$ cat src/rtl/uart_tx_arbiter_if.sv
// Requester byte streams and the TX FIFO write port for uart_tx_arbiter.
// The arbiter takes the master modport; the requesters and FIFO side take the slave modport.
interface uart_tx_arbiter_if #(
    parameter int cNumReq = 4
);
    logic [cNumReq-1:0]   ReqValid;
    logic [8*cNumReq-1:0] ReqData;
    logic [cNumReq-1:0]   ReqLast;
    logic [cNumReq-1:0]   ReqReady;
    logic                 TxFfFull;
    logic                 TxFfWrEn;
    logic [7:0]           TxFfWrData;

    modport master (
        input  ReqValid, ReqData, ReqLast, TxFfFull,
        output ReqReady, TxFfWrEn, TxFfWrData
    );

    modport slave (
        output ReqValid, ReqData, ReqLast, TxFfFull,
        input  ReqReady, TxFfWrEn, TxFfWrData
    );
endinterface

$ cat src/rtl/uart_tx_arbiter.sv
// Packet-granular round-robin arbiter sharing one UART TX FIFO write port among cNumReq requesters.
// Define UART_TX_ARB_HDR_EN to prefix every grant with the header byte cHdrBase|owner.
module uart_tx_arbiter #(
    parameter int         cNumReq  = 4,
    parameter int         cMaxLen  = 16,
    parameter logic [7:0] cHdrBase = 8'hA0
) (
    input  logic                  Clk,
    input  logic                  RstB,
    uart_tx_arbiter_if.master     bus,
    output logic [cNumReq-1:0]    Grant,
    output logic                  Busy
);
    localparam int cIdxW = (cNumReq > 1) ? $clog2(cNumReq) : 1;
    localparam int cSumW = cIdxW + 1;

    if (cNumReq < 2 || cNumReq > 8) begin : g_bad_num_req
        $error("uart_tx_arbiter: cNumReq must be 2..8");
    end
    if (cMaxLen < 1 || cMaxLen > 255) begin : g_bad_max_len
        $error("uart_tx_arbiter: cMaxLen must be 1..255");
    end
    // The owner index is ORed into the low three header bits, so they must be free.
    if (cHdrBase[2:0] != 3'b000) begin : g_bad_hdr_base
        $error("uart_tx_arbiter: cHdrBase[2:0] must be zero");
    end

    typedef enum logic [1:0] {
        stIdle = 2'd0,
`ifdef UART_TX_ARB_HDR_EN
        stHdr  = 2'd2,
`endif
        stXfer = 2'd1
    } state_t;

    state_t             state_q;
    logic [cNumReq-1:0] grant_q;
    logic               busy_q;
    logic [cIdxW-1:0]   ptr_q;
    logic [cIdxW-1:0]   gidx_q;
    logic [7:0]         len_cnt_q;

    logic               any_valid_d;
    logic [cIdxW-1:0]   sel_idx_d;
    logic [cIdxW-1:0]   ptr_d;
    logic [7:0]         len_cnt_d;
    logic               xfer_d;
    logic               release_d;
    logic [cNumReq-1:0] req_ready_d;
    logic               wr_en_d;
    logic [7:0]         wr_data_d;

    // Round-robin search: the lowest offset from ptr_q with a valid byte wins.
    always_comb begin
        logic [cSumW-1:0] sum;
        logic [cIdxW-1:0] cand;
        any_valid_d = 1'b0;
        sel_idx_d   = ptr_q;
        for (int k = cNumReq - 1; k >= 0; k--) begin
            sum = {1'b0, ptr_q} + cSumW'(k);
            if (sum >= cSumW'(cNumReq)) begin
                sum = sum - cSumW'(cNumReq);
            end
            cand = sum[cIdxW-1:0];
            if (bus.ReqValid[cand]) begin
                any_valid_d = 1'b1;
                sel_idx_d   = cand;
            end
        end
    end

    assign ptr_d     = (gidx_q == cIdxW'(cNumReq - 1)) ? '0 : gidx_q + cIdxW'(1);
    assign len_cnt_d = len_cnt_q + 8'd1;

    always_comb begin
        // NOTE: every output of this block gets a default first, so no path can infer a latch.
        req_ready_d = '0;
        wr_en_d     = 1'b0;
        wr_data_d   = 8'h00;
        xfer_d      = 1'b0;
        if (!RstB) begin
            case (state_q)
                stXfer: begin
                    req_ready_d[gidx_q] = !bus.TxFfFull;
                    if (bus.ReqValid[gidx_q] && !bus.TxFfFull) begin
                        xfer_d    = 1'b1;
                        wr_en_d   = 1'b1;
                        wr_data_d = bus.ReqData[{gidx_q, 3'b000} +: 8];
                    end
                end
`ifdef UART_TX_ARB_HDR_EN
                stHdr: begin
                    if (!bus.TxFfFull) begin
                        wr_en_d   = 1'b1;
                        wr_data_d = cHdrBase | 8'(gidx_q);
                    end
                end
`endif
                default: ;
            endcase
        end
    end

    // Last byte and the cMaxLen limit on the same transfer are a single release.
    assign release_d = xfer_d && (bus.ReqLast[gidx_q] || len_cnt_d == 8'(cMaxLen));

    always_ff @(posedge Clk) begin
        // NOTE: non-blocking assignments so every register samples pre-edge values.
        if (RstB) begin
            state_q   <= stIdle;
            grant_q   <= '0;
            busy_q    <= 1'b0;
            ptr_q     <= '0;
            gidx_q    <= '0;
            len_cnt_q <= '0;
        end else begin
            case (state_q)
                stIdle: begin
                    if (any_valid_d) begin
                        gidx_q    <= sel_idx_d;
                        grant_q   <= cNumReq'(1) << sel_idx_d;
                        len_cnt_q <= '0;
                        busy_q    <= 1'b1;
`ifdef UART_TX_ARB_HDR_EN
                        state_q   <= stHdr;
`else
                        state_q   <= stXfer;
`endif
                    end
                end
`ifdef UART_TX_ARB_HDR_EN
                stHdr: begin
                    if (!bus.TxFfFull) begin
                        state_q <= stXfer;
                    end
                end
`endif
                stXfer: begin
                    if (xfer_d) begin
                        len_cnt_q <= len_cnt_d;
                        if (release_d) begin
                            grant_q <= '0;
                            busy_q  <= 1'b0;
                            ptr_q   <= ptr_d;
                            state_q <= stIdle;
                        end
                    end
                end
                default: state_q <= stIdle;
            endcase
        end
    end

    assign bus.ReqReady   = req_ready_d;
    assign bus.TxFfWrEn   = wr_en_d;
    assign bus.TxFfWrData = wr_data_d;
    assign Grant          = grant_q;
    assign Busy           = busy_q;
endmodule

$ cat src/flat_wrapper.sv
// flat-port wrapper written by rule: the top's interface ports become plain ports
module uart_tx_arbiter_flat 
#(
    parameter int         cNumReq  = 4,
    parameter int         cMaxLen  = 16,
    parameter logic [7:0] cHdrBase = 8'hA0
)
  (Clk, RstB, Grant, Busy, bus_ReqValid, bus_ReqData, bus_ReqLast, bus_TxFfFull, bus_ReqReady, bus_TxFfWrEn, bus_TxFfWrData);
  uart_tx_arbiter_if #(.cNumReq(cNumReq)) bus_i ();
  input  logic Clk;
  input  logic RstB;
  output logic [cNumReq-1:0] Grant;
  output logic Busy;
  input wire logic [$bits(bus_i.ReqValid)-1:0] bus_ReqValid;
  input wire logic [$bits(bus_i.ReqData)-1:0] bus_ReqData;
  input wire logic [$bits(bus_i.ReqLast)-1:0] bus_ReqLast;
  input wire logic [$bits(bus_i.TxFfFull)-1:0] bus_TxFfFull;
  output wire logic [$bits(bus_i.ReqReady)-1:0] bus_ReqReady;
  output wire logic [$bits(bus_i.TxFfWrEn)-1:0] bus_TxFfWrEn;
  output wire logic [$bits(bus_i.TxFfWrData)-1:0] bus_TxFfWrData;
  assign bus_i.ReqValid = bus_ReqValid;
  assign bus_i.ReqData = bus_ReqData;
  assign bus_i.ReqLast = bus_ReqLast;
  assign bus_i.TxFfFull = bus_TxFfFull;
  assign bus_ReqReady = bus_i.ReqReady;
  assign bus_TxFfWrEn = bus_i.TxFfWrEn;
  assign bus_TxFfWrData = bus_i.TxFfWrData;
  uart_tx_arbiter #(.cNumReq(cNumReq), .cMaxLen(cMaxLen), .cHdrBase(cHdrBase)) u_core (.Clk(Clk), .RstB(RstB), .bus(bus_i), .Grant(Grant), .Busy(Busy));
endmodule
$ cat config.mk
export PLATFORM = sky130hd
export DESIGN_NAME = uart_tx_arbiter_flat
export DESIGN_NICKNAME = d
export VERILOG_FILES = /design/src/rtl/uart_tx_arbiter_if.sv /design/src/rtl/uart_tx_arbiter.sv /design/src/flat_wrapper.sv
export SDC_FILE = /design/constraint.sdc
export NUM_CORES = 1
export LEC_CHECK = 0
export ABC_AREA = 1
export BUFFER_PORTS_ARGS = -buffer_cell sky130_fd_sc_hd__buf_2
export CAP_MARGIN = 15
export CORE_AREA = 2 2 69 71
export CTS_BUF_LIST = sky130_fd_sc_hd__clkbuf_16
export DETAILED_ROUTE_END_ITERATION = 16
export DIE_AREA = 0 0 71 73
export GPL_TIMING_DRIVEN = 0
export SYNTH_ARGS = -nofsm -noshare
export SYNTH_HDL_FRONTEND = slang
export SYNTH_SLANG_ARGS = --single-unit
$ cat constraint.sdc
create_clock -name Clk -period 2.75 [get_ports Clk]
set_input_delay 0.825 -clock Clk [delete_from_list [all_inputs] [get_ports Clk]]
set_output_delay 0.825 -clock Clk [all_outputs]
set_load 0.005 [all_outputs]
======== Word-level counts from Yosys, hierarchy flattened ========
Cells that the tools add are included.
operators by class
  $add $sub $neg .......................... 9
  order comparisons ....................... 10
  eq/ne operators ......................... 6
  shifts and indexed selects .............. 2
  mux-type cells .......................... 50
  bitwise gates (word level) .............. 1
  reduce and logical (&&, ||, !) cells .... 12
operator list
  cell                                                                     number
  8-bit two-way mux                                                        5
  32-bit by 6-bit variable part select with 8-bit output                   1
  2-bit two-way mux                                                        12
  4-bit two-way mux                                                        5
  1-bit two-way mux                                                        17
  8-bit one-hot mux with 2 select lines                                    1
  2-bit by 3-bit < comparator with 1-bit output, second input constant     5
  1-bit binary-select mux with 2-bit select                                6
  3-bit >= comparator, second input constant                               3
  3-bit AND reduction                                                      3
  8-bit by 1-bit adder with 8-bit output, second input constant            1
  8-bit by 5-bit == test with 1-bit output, second input constant          1
  4-bit one-hot mux with 2 select lines                                    1
  2-bit by 1-bit subtractor with 2-bit output, second input constant       4
  2-bit by 2-bit adder with 3-bit output, second input constant            2
  2-bit by 1-bit inequality test with 1-bit output, second input constant  3
  4-bit bitwise AND                                                        1
  2-bit one-hot mux with 2 select lines                                    1
  4-bit AND reduction                                                      1
  1-bit by 2-bit << shifter with 4-bit output, first input constant        1
  2-bit by 1-bit adder with 3-bit output, second input constant            1
  2-bit by 3-bit >= comparator with 1-bit output, second input constant    1
  1-bit logical AND                                                        3
  2-bit by 1-bit adder with 2-bit output, second input constant            1
  other kinds (10)                                                         10
storage, ports and cells
  register bits after elaboration ......... 19
  bits of input ports ..................... 43

======== Logic depth before layout (Yosys ltp) ========
Gate-level depths: netlist of the first run.
  word-level depth ........................ 12
  depth in mapped cells ................... 13
  gate-level depth less buffers ........... 13

======== Worst setup path after synthesis of the first run ========
No wires, ideal clock.
  path kind ............................... input to output
  start point ............................. in RstB
  end point ............................... out bus_TxFfWrData[0]
  data arrival time ....................... 1704 ps
  slack ................................... 221 ps
  cell stages on the path ................. 5
  cell sequence ........................... inv_1 > nand3b_1 > a21oi_4 > inv_4 > a21oi_1
on the way
  word-level cells in the longest chain between the ends .. 1
RTL lines
  what               line                   source
  start, declared    flat_wrapper.sv:11     input logic RstB;
  8-bit two-way mux  uart_tx_arbiter.sv:81  if (!RstB) begin
  end, declared      flat_wrapper.sv:20     output wire logic [$bits(bus_i.TxFfWrData)-1:0] bus_TxFfWrData;
No other way between the ends.

======== Worst setup path after layout of the first run ========
  start point ............................. in RstB
  end point ............................... out bus_TxFfWrData[1]
The elaborated chain is that of the path after synthesis.

==> metrics.txt, run 1 <==
status complete, no violations; clk buf depth 2; WHS Endpoint u_core.len_cnt_q[7]; Clock Latency Late Sink 0.25 ns; Initial DRC Count 65; Non-Filler Instances roughly 370; max_slew headroom 60.28%; fmax 378.7 MHz; Worst Reg-to-Reg Cells 11; GR Overflow Total 0; Syn Inst Count about 250; Yosys Warn Count 0; post-synth cell types 28; post-route ant nets 0; Max-Cap Viols 0; WP data arrival around 1.8 ns; DP HPWL about 3100 um; WL final ~4000 um; clock network power share around 36%; slowest cell on the critical path a21oi_4; worst endpoint required time between 1.5 and 2 ns; row count 25; layout net count roughly 370; gpl congestion 0.8529; WP buf/inv 4; minimum clock period 2.641 ns; initial core utilization between 30 and 40%; IO Port Bufs 60; Die H approximately 73 um; ratio of cells with drive above 1 in the final layout ~33%; worst hold path class flop to flop; pwr dens 404.6 mW/mm^2; proportion of synthesized chip area in sequential cells around 23%; vias in the first global route 1,514; Static Leak roughly 0.95 nW; most used cell, CP buf_2; initial antenna violation count 0; DR DRC count 0; flop-to-flop setup slack 0.87 ns; synthesized cell area roughly 0.0015 sq mm; vias 1,744; Setup TNS 0 ns; hold depth 2; sw frac about a third; synth top area cells dfxtp_1, nor2_1, nand2_1; Die Area between 0.005 and 0.006 sq mm; Placed Cells 365; Reg power frac about a third; wire length per cell 10.98 um; biggest area consumer among synthesized cells dfxtp_1; VDD IR max about 0.00025 V; Logic pwr share between 30% and 40%; Min-Delay Startpoint u_core.len_cnt_q[7]; largest net degree at the start of global routing 12; Clock Sinks 17; syn avg cell area 6.012 sq um; RSZ-0062 raised after global routing no; worst r2r src u_core.gidx_q[1]; Root Driver clkbuf_16; R2R Path End u_core.ptr_q[1]; TritonCTS clock tree yes; Final Max Tran Viols 0; nature of the critical path endpoint output pin; final setup margin 0.1092 ns; Setup Skew approximately 0.0033 ns; P&R area growth vs syn 31.51%; core box area roughly 0.0045 sq mm; final setup vio count 0; worst-path cell chain buf_2 > inv_1 > nand3b_1 > a21oi_4 > inv_4 > a21oi_1 > buf_2; H-tree Lvls 1; Final period util between 90% and 100%; Net Sw Power ~0.00025 W; CP Class primary input to output pin; DR pass1 iterations 4; first-pass GRT wire length ~6600 um; final hold vios 0; share of the synthesized area in the top cell type 22.55%; setup slack after placement -0.3030 ns; Ports a little over 60; GRT Overall Usage 15.89%; CP Launch Type primary input; Worst-Margin Slew 0.5958 ns; Mapped Nets between 200 and 300; CTS Buf Count 3; Antenna diodes 0; die width ~71 um; Max FO, Critical Path 10; Via density roughly 4.7; Crit path depth 7; Crit path largest cell delay 0.20 ns; internal power 0.0005488 W; clk slew on worst S/H paths 0.05 ns; Synth Register Bits 17; Worst path top cell family by delay buffers and inverters
[worst min-delay path, cell delays in order (launching register included)]
cell and delay (ns):
dfxtp_1 0.33, nand2_2 0.07, a21oi_2 0.04
[through the flow]
step / total power, W / area, sq um / utilization [%] / hold slack [ns]
5_1_grt: 0.0008626 / 1984 / 43.75 / 0.4974
2_1_floorplan: 0.0004388 / 1509 / - / 0.4515
6_report: 0.0008030 / 1984 / 43.75 / 0.4806
3_3_place_gp: 0.0005171 / 1877 / 41.38 / 0.4648
4_1_cts: 0.0008126 / 1979 / 43.64 / 0.4817
3_5_place_dp: 0.0005189 / 1877 / 41.38 / 0.4703
[cells in the final DEF (no fill, tap or decap), drive strengths merged]
| cell type | instances |
|---|---|
| inv | 29 |
| nor2 | 50 |
| nand3 | 22 |
| dfxtp | 17 |
| buf | 67 |
| clkbuf | 7 |
| nand4 | 2 |
| o21bai | 1 |
| ha | 5 |
| clkinv | 1 |
| a32o | 1 |
| o21ai | 29 |
| a21oi | 27 |
| nand2 | 58 |
| nand3b | 2 |
[worst max-delay path by stage]
| stage | end | startpoint |
|---|---|---|
| 3_3_place_gp | bus_TxFfWrData[1] | RstB |
| 2_1_floorplan | bus_TxFfWrData[0] | RstB |
| 3_5_place_dp | bus_TxFfWrData[1] | RstB |
| 6_report | bus_TxFfWrData[1] | RstB |
| 5_1_grt | bus_TxFfWrData[1] | RstB |
| 4_1_cts | bus_TxFfWrData[1] | u_core.gidx_q[0] |
[flip-flops by register name (all words and copies together), names as in the netlist]
name / flops
u_core.Grant: 4
u_core.gidx_q: 2
u_core.ptr_q: 2
u_core.len_cnt_q: 8
u_core.state_q: 1
[repair_timing]
item                       4_1_cts  5_1_grt
buffers inserted                 3        1
resized for setup                1        2
setup endpoints to repair       11       10
hold buffers                     0        0
[logic make-up (layout without fill, tap and decap cells)]
family	count (synthesis)	in the layout	share of synthesized area, %
fa+ha+maj	5	5	4.146
buf+inv	37	104	10.11
simple gates	134	134	40.71
compound gates	58	58	22.47
flops	17	17	22.55
[metal layers]
metal / wire length [um] / GRT usage, % / part of all wire (%)
met3: 188 / 1.105 / 4.6
met4: 47 / 5.660 / 1.2
met5: 0 / 0 / 0
met1: 1951 / 21.31 / 48
met2: 1896 / 27.00 / 46
[power by group through the flow]
stage	Combinational (W)	Clock (W)	Sequential, W
floorplan	0.000166	0	0.000272
global placement	0.000244	0	0.000274
detailed placement	0.000245	0	0.000274
CTS	0.000249	0.000295	0.000269
global route	0.000282	0.000310	0.000270
finish	0.000247	0.000287	0.000269
[synth_stat cells]
| cell | n |
|---|---|
| nor2_1 | 48 |
| nand2_1 | 44 |
| nand3_1 | 21 |
| o21ai_0 | 21 |
| inv_1 | 20 |
| a21oi_1 | 19 |
| dfxtp_1 | 17 |
| nand2_2 | 13 |
| a21oi_2 | 7 |
| o21ai_1 | 7 |
| inv_2 | 6 |
| ha_1 | 5 |
| clkbuf_1 | 4 |
| buf_4 | 2 |
| inv_4 | 2 |
| nand3b_1 | 2 |
| nand4_1 | 2 |
| a21oi_4 | 1 |
| a32o_1 | 1 |
| buf_1 | 1 |
| buf_2 | 1 |
| clkinv_1 | 1 |
| nand2_4 | 1 |
| nand3_4 | 1 |
| nor2_2 | 1 |
| nor2_8 | 1 |
| o21ai_2 | 1 |
| o21bai_1 | 1 |
[layout make-up]
| class | count | area, sq um |
|---|---|---|
| fill | 480 | 2551 |
| multi-input combinational | 197 | 1016 |
| sequential | 17 | 340.3 |
| timing repair buffer | 64 | 330.3 |
| inverter | 29 | 113.9 |
| clock buffer | 3 | 75.07 |
| tap | 54 | 67.56 |
| buffer | 7 | 37.54 |
| clock inverter | 1 | 3.754 |
Note: power is estimated with default switching activity, not from simulation.
==> run 2, diff against run 1 <==
--- a/config.mk
+++ b/config.mk
@@ -13,6 +13,7 @@
 export DETAILED_ROUTE_END_ITERATION = 16
 export DIE_AREA = 0 0 71 73
 export GPL_TIMING_DRIVEN = 0
+export SETUP_SLACK_MARGIN = 0.2
 export SYNTH_ARGS = -nofsm -noshare
 export SYNTH_HDL_FRONTEND = slang
 export SYNTH_SLANG_ARGS = --single-unit
==> run 2 against run 1 <==
  * Sequential power is essentially flat
  * Clock-buffer cell count is the same
  * Hold slack hardly changed
  * Final cell count up 2.4%
  * Sequential share of layout area is 1.2 points lower
  * Clock skew decreased by 0.00091 ns
  * Combinational power is 13% higher
  * Critical path depth fell by 1
  * Clock power barely moved
  * Die area is the same
  * Register-to-register slack got worse by 0.04 ns
  * Critical endpoint is now bus_TxFfWrData[3]
==> metrics.txt, run 2 (synthesis results as in run 1) <==
max_slew headroom 60.74% (+0.46 points); final setup vio count 0 (unchanged); DP HPWL 3076 um (unchanged); most frequent cells in the layout buf_2, nor2_1, nand2_1; Die H 73 um (unchanged); P&R area growth vs syn 42.12%; Worst Reg-to-Reg Cells 11 (unchanged); Initial DRC Count 65 (unchanged); WHS Endpoint u_core.len_cnt_q[7]; CP Class primary input to output pin; R2R Path End u_core.ptr_q[1]; wire length per cell 11.24 um (+2.4%); Antenna diodes 0 (unchanged); Die Area 0.005183 sq mm (unchanged); sw frac 32.33% (+0.69 points); layout net count 376 (+2.5%); post-route ant nets 0 (unchanged); setup slack after placement -0.3030 ns (unchanged); final setup margin 0.1163 ns (+0.007103 ns); Final period util 95.77% (-0.26 points); H-tree Lvls 1 (unchanged); Final Max Tran Viols 0 (unchanged); Static Leak 1.007 nW (+5.5%); Net Sw Power 0.0002709 W (+6.6%); TritonCTS clock tree yes; Ports 61 (unchanged); WL final 4282 um (+4.8%); worst endpoint required time 1.93 ns (about the same); Multi-input gate area 0.001057 sq mm (+4.1%); initial core utilization 33.27% (unchanged); Root Driver clkbuf_16; hold_ws 0.4809 ns (+0.0002510 ns); die width 71 um (unchanged); clk slew on worst S/H paths 0.05 ns (about the same); Logic pwr share 33.3% (+2.5 points); Reg power frac 32.2% (-1.3 points); WP data arrival 1.81 ns (about the same); row count 25 (unchanged); Setup Skew 0.002344 ns (-0.0009133 ns); vias in the first global route 1,516 (+0.13%); ratio of cells with drive above 1 in the final layout 40.06% (+6.7 points); CTS Buf Count 3 (unchanged); first-pass GRT wire length 6644 um (unchanged); hold depth 2 (unchanged); pwr dens 390.7 mW/mm^2 (-3.5%); Worst-Margin Slew 0.5889 ns (-0.006905 ns); final hold vios 0 (unchanged); VDD IR max 0.0002486 V (+1.1%); Via density 4.748 (+1.3%); max FFs per register 8 (unchanged); clk buf depth 2 (unchanged); core box area 0.004536 sq mm (unchanged); Clock Sinks 17 (unchanged); worst hold path class flop to flop; worst r2r src u_core.gidx_q[1]; Max-Cap Viols 0 (unchanged); Clock Latency Late Sink 0.25 ns (about the same); Min-Delay Startpoint u_core.len_cnt_q[7]; initial antenna violation count 0 (unchanged); GR Overflow Total 0 (unchanged); internal power 0.0005669 W (+3.3%); minimum clock period 2.634 ns (-0.007103 ns); most common cell after layout, fill and taps aside buf_2; GRT Overall Usage 15.92% (+0.029 points); nature of the critical path endpoint output pin; clock network power share 34.5% (-1.2 points); gpl congestion 0.8529 (unchanged); vias 1,809 (+3.7%); IO Port Bufs 60 (unchanged); flop-to-flop setup slack 0.83 ns (-0.04 ns); Reg with most FFs u_core.len_cnt_q; status complete, no violations; DR pass1 iterations 4 (unchanged); Storage cell area 341.6 sq um (+0.37%); fmax 379.7 MHz (+0.27%); Fill cells 472 (-1.7%); RSZ-0062 raised after global routing yes; DR DRC count 0 (unchanged); largest net degree at the start of global routing 12 (unchanged); CP Launch Type primary input; Max FO, Critical Path 4 (-6)
==> run 2: changes by cell type in the layout (fill, tap and decap cells not counted), moves of 2 or more <==
cell / previous run / this run
inv_1: 21 / 18
buf_2: 61 / 57
o21ai_2: 1 / 3
buf_8: 0 / 2
o21ai_1: 7 / 5
a21oi_2: 7 / 16
buf_6: 0 / 3
a21oi_1: 19 / 10
clkbuf_4: 0 / 2
buf_4: 6 / 12
==> run 2: layer usage <==
| metal | up-vias | track usage (%) | share of wire [%] |
|---|---|---|---|
| met2 | 43 | 27.10 | 48 |
| li1 | 963 | - | - |
| met4 | 0 | 5.660 | 1.2 |
| met3 | 4 | 1.105 | 4.6 |
| met5 | - | 0 | 0 |
| met1 | 799 | 21.31 | 47 |
==> run 2: power groups by stage <==
stage | Sequential (W) | Clock, W | Combinational [W]
final | 0.000270 | 0.000289 | 0.000279
after global routing | 0.000271 | 0.000310 | 0.000313
after CTS | 0.000269 | 0.000295 | 0.000253
after detailed placement | 0.000274 | 0 | 0.000245
after global placement | 0.000274 | 0 | 0.000244
after floorplan | 0.000272 | 0 | 0.000166
==> run 2: metrics by stage <==
stage                     power [W]  instances  setup TNS, ns  instance area (sq um)  util [%]
after floorplan           0.0004388        251              0                   1509         -
after global placement    0.0005171        365         -2.340                   1877     41.38
after detailed placement  0.0005189        365         -2.439                   1877     41.38
after CTS                 0.0008162        374              0                   1998     44.06
after global routing      0.0008946        381              0                   2145     47.28
final                     0.0008379        381              0                   2145     47.28
==> run 2: worst max-delay path, cell delays in order <==
cell and delay [ns]:
buf_6 0.09, nand3b_1 0.21, a21oi_4 0.23, clkinvlp_4 0.19, a21oi_1 0.13, buf_2 0.12
==> run 2: worst max path at each step <==
stage	end	startpoint	slack [ns]	depth (start not counted)
floorplan	bus_TxFfWrData[0]	RstB	0.22	5
global placement	bus_TxFfWrData[1]	RstB	-0.30	7
detailed placement	bus_TxFfWrData[1]	RstB	-0.30	7
CTS	bus_TxFfWrData[1]	bus_ReqValid[2]	0.19	8
global route	bus_TxFfWrData[1]	bus_ReqValid[2]	0.09	8
finish	bus_TxFfWrData[3]	bus_TxFfFull	0.12	6
==> run 2: timing repair <==
item                       4_1_cts  5_1_grt
hold buffers                     0        0
setup buffers                    5        6
resized for setup                5       30
setup endpoints to repair       12       11
pin swaps                        0        3
cloned                           0        1
==> run 2: cell type report <==
type | count | share of cell area (%)
buffer | 8 | 2.275
multi-input combinational | 197 | 49.30
sequential | 17 | 15.93
timing repair inverter | 1 | 0.3501
clock inverter | 1 | 0.1750
inverter | 29 | 5.776
timing repair buffer | 71 | 19.54
clock buffer | 3 | 3.501
tap | 54 | 3.151
